--- config.mk ---
export PLATFORM = sky130hd
export DESIGN_NAME = crc_engine_param_flat
export DESIGN_NICKNAME = d
export VERILOG_FILES = /design/src/rtl/crc_engine_param_pkg.sv /design/src/rtl/crc_engine_param_if.sv /design/src/rtl/crc_engine_param_step_comb.sv /design/src/rtl/crc_engine_param.sv /design/src/flat_wrapper.sv
export SDC_FILE = /design/constraint.sdc
export NUM_CORES = 1
export LEC_CHECK = 0
export CORE_MARGIN = 2
export CORE_UTILIZATION = 35
export CTS_BUF_LIST = sky130_fd_sc_hd__clkbuf_8
export CTS_CLUSTER_DIAMETER = 120
export DETAILED_ROUTE_END_ITERATION = 6
export GPL_ROUTABILITY_DRIVEN = 0
export REMOVE_ABC_BUFFERS = 1
export SETUP_SLACK_MARGIN = 0.1
export SLEW_MARGIN = 0
export SYNTH_ARGS = -nofsm -noshare
export SYNTH_HDL_FRONTEND = slang
export SYNTH_SLANG_ARGS = --single-unit
--- constraint.sdc ---
create_clock -name clk -period 2.2 [get_ports clk]
set_input_delay 0.44 -clock clk [delete_from_list [all_inputs] [get_ports clk]]
set_output_delay 0.44 -clock clk [all_outputs]
set_load 0.02 [all_outputs]
--- src/rtl/crc_engine_param_pkg.sv ---
// Shared types and helpers for the parametrised CRC engine.
package crc_engine_param_pkg;

  typedef enum logic [1:0] {
    ST_IDLE = 2'd0,
    ST_RUN  = 2'd1,
    ST_DONE = 2'd2
  } crc_state_e;

  // Ceiling log2, usable in constant expressions (clog2(1) == 0).
  function automatic int clog2(input int v);
    int r;
    r = 0;
    for (int x = v - 1; x > 0; x = x >> 1) r++;
    return r;
  endfunction

endpackage

--- src/rtl/crc_engine_param_if.sv ---
// Request/result bundle between a bus master (register block) and the CRC engine.
interface crc_engine_param_if #(
  parameter int DATA_W = 40,
  parameter int CRC_W  = 7
);
  logic              start;
  logic              mode_check;
  logic [DATA_W-1:0] data_in;
  logic [CRC_W-1:0]  crc_in;
  logic              busy;
  logic              done;
  logic [CRC_W-1:0]  crc_out;
  logic              crc_ok;

  modport master (
    output start, mode_check, data_in, crc_in,
    input  busy, done, crc_out, crc_ok
  );

  modport slave (
    input  start, mode_check, data_in, crc_in,
    output busy, done, crc_out, crc_ok
  );
endinterface

--- src/rtl/crc_engine_param_step_comb.sv ---
// Combinational CRC update over BITS_PER_CYC message bits, MSB first.
// Plain shift-register form: no augmentation, reflection or final XOR.
module crc_step_comb #(
  parameter int               CRC_W        = 7,
  parameter logic [CRC_W-1:0] POLY         = CRC_W'('h09),
  parameter int               BITS_PER_CYC = 1
) (
  input  logic [CRC_W-1:0]        crc_cur,
  input  logic [BITS_PER_CYC-1:0] bits,
  output logic [CRC_W-1:0]        crc_nxt
);

  // Unrolled bit-serial update; bits[BITS_PER_CYC-1] is consumed first.
  always_comb begin
    logic [CRC_W-1:0] c;
    c = crc_cur;
    for (int i = BITS_PER_CYC - 1; i >= 0; i--) begin
      if (c[CRC_W-1] ^ bits[i]) c = {c[CRC_W-2:0], 1'b0} ^ POLY;
      else                      c = {c[CRC_W-2:0], 1'b0};
    end
    crc_nxt = c;
  end

endmodule

--- src/rtl/crc_engine_param.sv ---
// Parametrised CRC generator/checker with start/busy/done handshake.
// RUN spends N = DATA_W/BITS_PER_CYC edges consuming the captured message,
// then one more edge registering crc_out/crc_ok before the single DONE cycle.
module crc_engine_param
  import crc_engine_param_pkg::*;
#(
  parameter int               DATA_W       = 40,
  parameter int               CRC_W        = 7,
  parameter logic [CRC_W-1:0] POLY         = CRC_W'('h09),
  parameter logic [CRC_W-1:0] INIT         = '0,
  parameter int               BITS_PER_CYC = 1
) (
  input  logic              clk,
  input  logic              rst,
  crc_engine_param_if.slave bus
);

  localparam int N     = DATA_W / BITS_PER_CYC;
  localparam int CNT_W = clog2(N + 1);
  localparam logic [CNT_W-1:0] CNT_LAST = CNT_W'(N);

  // Reject configurations the datapath cannot handle.
  if ((DATA_W % BITS_PER_CYC) != 0) begin : g_bad_bpc
    $error("crc_engine_param: BITS_PER_CYC must divide DATA_W");
  end
  if ((CRC_W < 2) || (CRC_W > 32)) begin : g_bad_crcw
    $error("crc_engine_param: CRC_W must be in 2..32");
  end

  crc_state_e              r_state;
  crc_state_e              w_state_nxt;
  logic [DATA_W-1:0]       r_data;
  logic [CRC_W-1:0]        r_crc_in;
  logic                    r_mode;
  logic [CRC_W-1:0]        r_crc;
  logic [CNT_W-1:0]        r_cnt;
  logic [CRC_W-1:0]        r_crc_out;
  logic                    r_crc_ok;
  logic [BITS_PER_CYC-1:0] w_bits;
  logic [CRC_W-1:0]        w_crc_nxt;

  // Next message chunk always sits at the top of the capture register.
  assign w_bits = r_data[DATA_W-1 -: BITS_PER_CYC];

  crc_step_comb #(
    .CRC_W        (CRC_W),
    .POLY         (POLY),
    .BITS_PER_CYC (BITS_PER_CYC)
  ) u_step (
    .crc_cur (r_crc),
    .bits    (w_bits),
    .crc_nxt (w_crc_nxt)
  );

  // State register.
  always_ff @(posedge clk or negedge rst) begin
    if (!rst) r_state <= ST_IDLE;
    else      r_state <= w_state_nxt;
  end

  // Next-state logic: start only honoured in IDLE, DONE lasts one cycle.
  always_comb begin
    w_state_nxt = r_state;
    case (r_state)
      ST_IDLE: if (bus.start) w_state_nxt = ST_RUN;
      ST_RUN:  if (r_cnt == CNT_LAST) w_state_nxt = ST_DONE;
      ST_DONE: w_state_nxt = ST_IDLE;
      default: w_state_nxt = ST_IDLE;
    endcase
  end

  // Capture, shift/update and result registers.
  always_ff @(posedge clk or negedge rst) begin
    if (!rst) begin
      r_data    <= '0;
      r_crc_in  <= '0;
      r_mode    <= 1'b0;
      r_crc     <= '0;
      r_cnt     <= '0;
      r_crc_out <= '0;
      r_crc_ok  <= 1'b0;
    end else begin
      case (r_state)
        ST_IDLE: begin
          if (bus.start) begin
            r_data   <= bus.data_in;
            r_crc_in <= bus.crc_in;
            r_mode   <= bus.mode_check;
            r_crc    <= INIT;
            r_cnt    <= '0;
          end
        end
        ST_RUN: begin
          if (r_cnt != CNT_LAST) begin
            r_crc  <= w_crc_nxt;
            r_data <= r_data << BITS_PER_CYC;
            r_cnt  <= r_cnt + CNT_W'(1);
          end else begin
            r_crc_out <= r_crc;
            r_crc_ok  <= r_mode && (r_crc == r_crc_in);
          end
        end
        default: ;
      endcase
    end
  end

  assign bus.busy    = (r_state != ST_IDLE);
  assign bus.done    = (r_state == ST_DONE);
  assign bus.crc_out = r_crc_out;
  assign bus.crc_ok  = r_crc_ok;

endmodule

--- src/flat_wrapper.sv ---
// flat-port wrapper written by rule: the top's interface ports become plain ports
module crc_engine_param_flat import crc_engine_param_pkg::*;
#(
  parameter int               DATA_W       = 40,
  parameter int               CRC_W        = 7,
  parameter logic [CRC_W-1:0] POLY         = CRC_W'('h09),
  parameter logic [CRC_W-1:0] INIT         = '0,
  parameter int               BITS_PER_CYC = 1
)
  (clk, rst, bus_start, bus_mode_check, bus_data_in, bus_crc_in, bus_busy, bus_done, bus_crc_out, bus_crc_ok);
  crc_engine_param_if #(.DATA_W(DATA_W), .CRC_W(CRC_W)) bus_i ();
  input  logic clk;
  input  logic rst;
  input wire logic [$bits(bus_i.start)-1:0] bus_start;
  input wire logic [$bits(bus_i.mode_check)-1:0] bus_mode_check;
  input wire logic [$bits(bus_i.data_in)-1:0] bus_data_in;
  input wire logic [$bits(bus_i.crc_in)-1:0] bus_crc_in;
  output wire logic [$bits(bus_i.busy)-1:0] bus_busy;
  output wire logic [$bits(bus_i.done)-1:0] bus_done;
  output wire logic [$bits(bus_i.crc_out)-1:0] bus_crc_out;
  output wire logic [$bits(bus_i.crc_ok)-1:0] bus_crc_ok;
  assign bus_i.start = bus_start;
  assign bus_i.mode_check = bus_mode_check;
  assign bus_i.data_in = bus_data_in;
  assign bus_i.crc_in = bus_crc_in;
  assign bus_busy = bus_i.busy;
  assign bus_done = bus_i.done;
  assign bus_crc_out = bus_i.crc_out;
  assign bus_crc_ok = bus_i.crc_ok;
  crc_engine_param #(.DATA_W(DATA_W), .CRC_W(CRC_W), .POLY(POLY), .INIT(INIT), .BITS_PER_CYC(BITS_PER_CYC)) u_core (.clk(clk), .rst(rst), .bus(bus_i));
endmodule
==> flow_summary.toml <==
[status]
status = "completed"

[finish]
n_antenna_cell = 0
finish.instance_area_um2 = 3926
post-route-util_pct = 47.55
nets = 405
syn2layout_area_growth_pct = 30.42
drive_gt1_share_pct = 12.32

[logic_synthesis]
syn_area_um2 = 3010
postSynthCellCount = 290
avgSynthCellArea_um2 = 10.38
synth-edff-count = 0
synth-seq-cells = 71
yosysSeqAreaShare_pct = 59.02
synthArstFlopShare_pct = 100.0
synth_top_family_by_area = "simple AND/OR/NAND/NOR gates"
synthSimpleGateAreaFrac_pct = 15.92
ys_warn_count = 0
synth_compound_area_share_pct = 11.76
ys.flop_type = "dfrtp_1"
synth_xor_area_share_pct = 2.909
yosysUniqueCellTypes = 27
synthMuxAreaShare_pct = 5.611
synthAdderAreaFrac_pct = 0.8313

[cts]
ctsHoldBuffers = 0
cts_buffer_depth = 2
cts_buffers = 9
htree_levels = 3
cts_tree = "built"
cts.clk_slew.worst_paths_ns = 0.07
cts-root-buf = "clkbuf_8"
clock-sinks = 71
insertion_delay_ns = 0.34

[sta]
tns_ns = 0
tightest_slew_ns = 0.5875
min_period_ns = 1.996
hold_viol = 0
layout_worst_path_cycle_share_pct = 90.75
finalClockSkew_ns = 0.007797
drv_slew = 0
setup_viol = 0
fmax_mhz = 500.9
rsz0062_at_grt = "false"
relSlewSlack_pct = 60.83

[power]
p_total_w = 0.004917
power_density_nw_per_um2 = 1252
p_leak_nw = 1.714
max-vdd-ir-drop_uv = 530.1

[global_route]
gr-usage-met3_pct = 3.757
top_usage_layer = "met2"
gr-usage-met2_pct = 22.44
grt_usage_pct = 13.49
antenna_found_initial = 0
grt_max_degree = 43
grt_pass1_wl_um = 10340
met1_usage_pct = 16.82
first_global_vias = 2316
overflow = 0

[place]
placed_area_um2 = 3740
port_buffers = 60
dp.final_hpwl_um = 4097

[detailed_routing]
drcViolationCount = 0
detail-route-antenna-nets = 0
wl_um = 5937
dr.pass1.iters = 4
wl_per_cell_um = 12.85
drt_iter0_markers = 79
num_vias = 2231
viasPerCell = 4.829

[die]
start_util_pct = 36.45
ioPinCount = 61
dieArea_um2 = 9359
core-area_um2 = 8258
die_w_um = 96.74
rows = 33
die_y_um = 96.74

[setup_path]
cp-start-kind = "flip-flop"
critPathRequiredTime_ns = 1.76
worstSetupPathType = "flip-flop to output port"
critPathMaxFanout = 5
critPathArrivalTime_ns = 1.56
cp-end-kind = "output port"

[run]
cap_viol_max_count = 0

[worst_hold_path]
hold_class = "input pin to asynchronous set/reset pin"
placed cells by master, fill, tap and decap left out:
master	Yosys	layout
nand4_1	3	3
nor2b_1	2	2
and3_1	1	1
clkinv_2	0	2
o22ai_1	41	41
buf_12	0	3
mux2_2	15	15
clkdlybuf4s50_1	0	59
clkbuf_8	0	11
nand3_1	11	11
xnor2_1	9	9
nand2b_1	1	1
buf_4	0	5
a31o_2	1	1
nor2_1	82	81
nand2_2	0	1
o21ai_1	1	1
a311oi_1	1	1
and4bb_4	1	1
clkinvlp_4	0	3
inv_1	7	7
a21o_1	1	1
a21oi_1	2	2
nor2_2	0	1
o31ai_1	1	1
dfrtp_1	71	71
xor2_1	1	1
o21ai_0	3	3
nand2_1	15	14
ha_1	2	2
a311oi_4	1	1
a22o_1	1	1
synth_stat cells (3+ instances only):
library cell	number	area [µm²]
nand2_1	15	56.30
nor2_1	82	307.8
inv_1	7	26.28
clkbuf_1	10	37.54
xnor2_1	9	78.83
o22ai_1	41	256.5
mux2_2	15	168.9
dfrtp_1	71	1777
nand3_1	11	55.05
o21ai_0	3	15.01
buf_6	4	45.04
nand4_1	3	18.77
state kept, by name, indices dropped and copies added (netlist names):
register	count
u_core.r_crc	7
u_core.r_data	40
u_core.bus.crc_ok	1
u_core.bus.crc_out	7
u_core.r_state	2
u_core.r_cnt	6
u_core.r_mode	1
u_core.r_crc_in	7
what timing repair did:
item | 4_1_cts | 5_1_grt
setup endpoints to repair | 0 | 1
setup buffers | 0 | 0
gates resized for setup | 0 | 1
final cells by class:
type                    count  area [µm²]
fillers                   792        4332
flip-flops and latches     71        1777
multi-input cells         196        1120
repair buffers             67       688.2
clock buffers              11       151.4
well taps                 105       131.4
clock inverters             5       32.53
inverters                   7       26.28
power breakdown:
group	leakage [nW]	internal [W]	switching, W
Combinational	0.773	0.000841	0.000818
Clock	0.0873	0.000466	0.000474
Sequential	0.853	0.00190	0.000416
Total	1.71	0.00321	0.00171
layer usage:
layer | up-vias | wire (µm) | part of all wire, %
li1 | 1131 | - | -
met1 | 1045 | 2830 | 48
met2 | 47 | 2772 | 47
met3 | 8 | 243 | 4.1
met4 | 0 | 90 | 1.5
met5 | - | 0 | 0
kinds of logic after synthesis:
kind of cell,count (synthesis)
AO/OA/AOI/OAI,53
XOR/XNOR,10
adder cells (fa/ha/maj),2
buffers and inverters,23
flip-flops,71
multiplexers,15
AND/OR/NAND/NOR,116
worst paths after layout:
path,cells after the start,slack (ns),to,start
worst max-delay path,2,0.20,bus_done,u_core.r_state[1]
worst max register to register,7,0.41,u_core.r_data[22],u_core.r_cnt[0]
worst min-delay path,1,0.02,u_core.r_data[27],rst
min in group clk,2,0.48,u_core.bus.crc_ok,u_core.bus.crc_ok
worst min register to register,2,0.48,u_core.bus.crc_ok,u_core.bus.crc_ok
max in group asynchronous,2,1.63,u_core.r_data[0],rst
through the flow:
| step | cells | hold WS (ns) | worst slack, ns |
|---|---|---|---|
| finish | 462 | 0.02091 | 0.2035 |
| floorplan | 274 | 0.1444 | -0.1933 |
| global route | 462 | 0.03059 | 0.1274 |
| CTS | 462 | 0.02099 | 0.1603 |
| detailed placement | 446 | 0.3967 | 0.2695 |
| global placement | 446 | 0.3979 | 0.2991 |
worst max-delay path, cell delays in order, from the launching register on:
cell and delay, ns:
dfrtp_1 0.46, nor2b_1 0.16, clkdlybuf4s50_1 0.61
(Power assumes the default switching activity.)
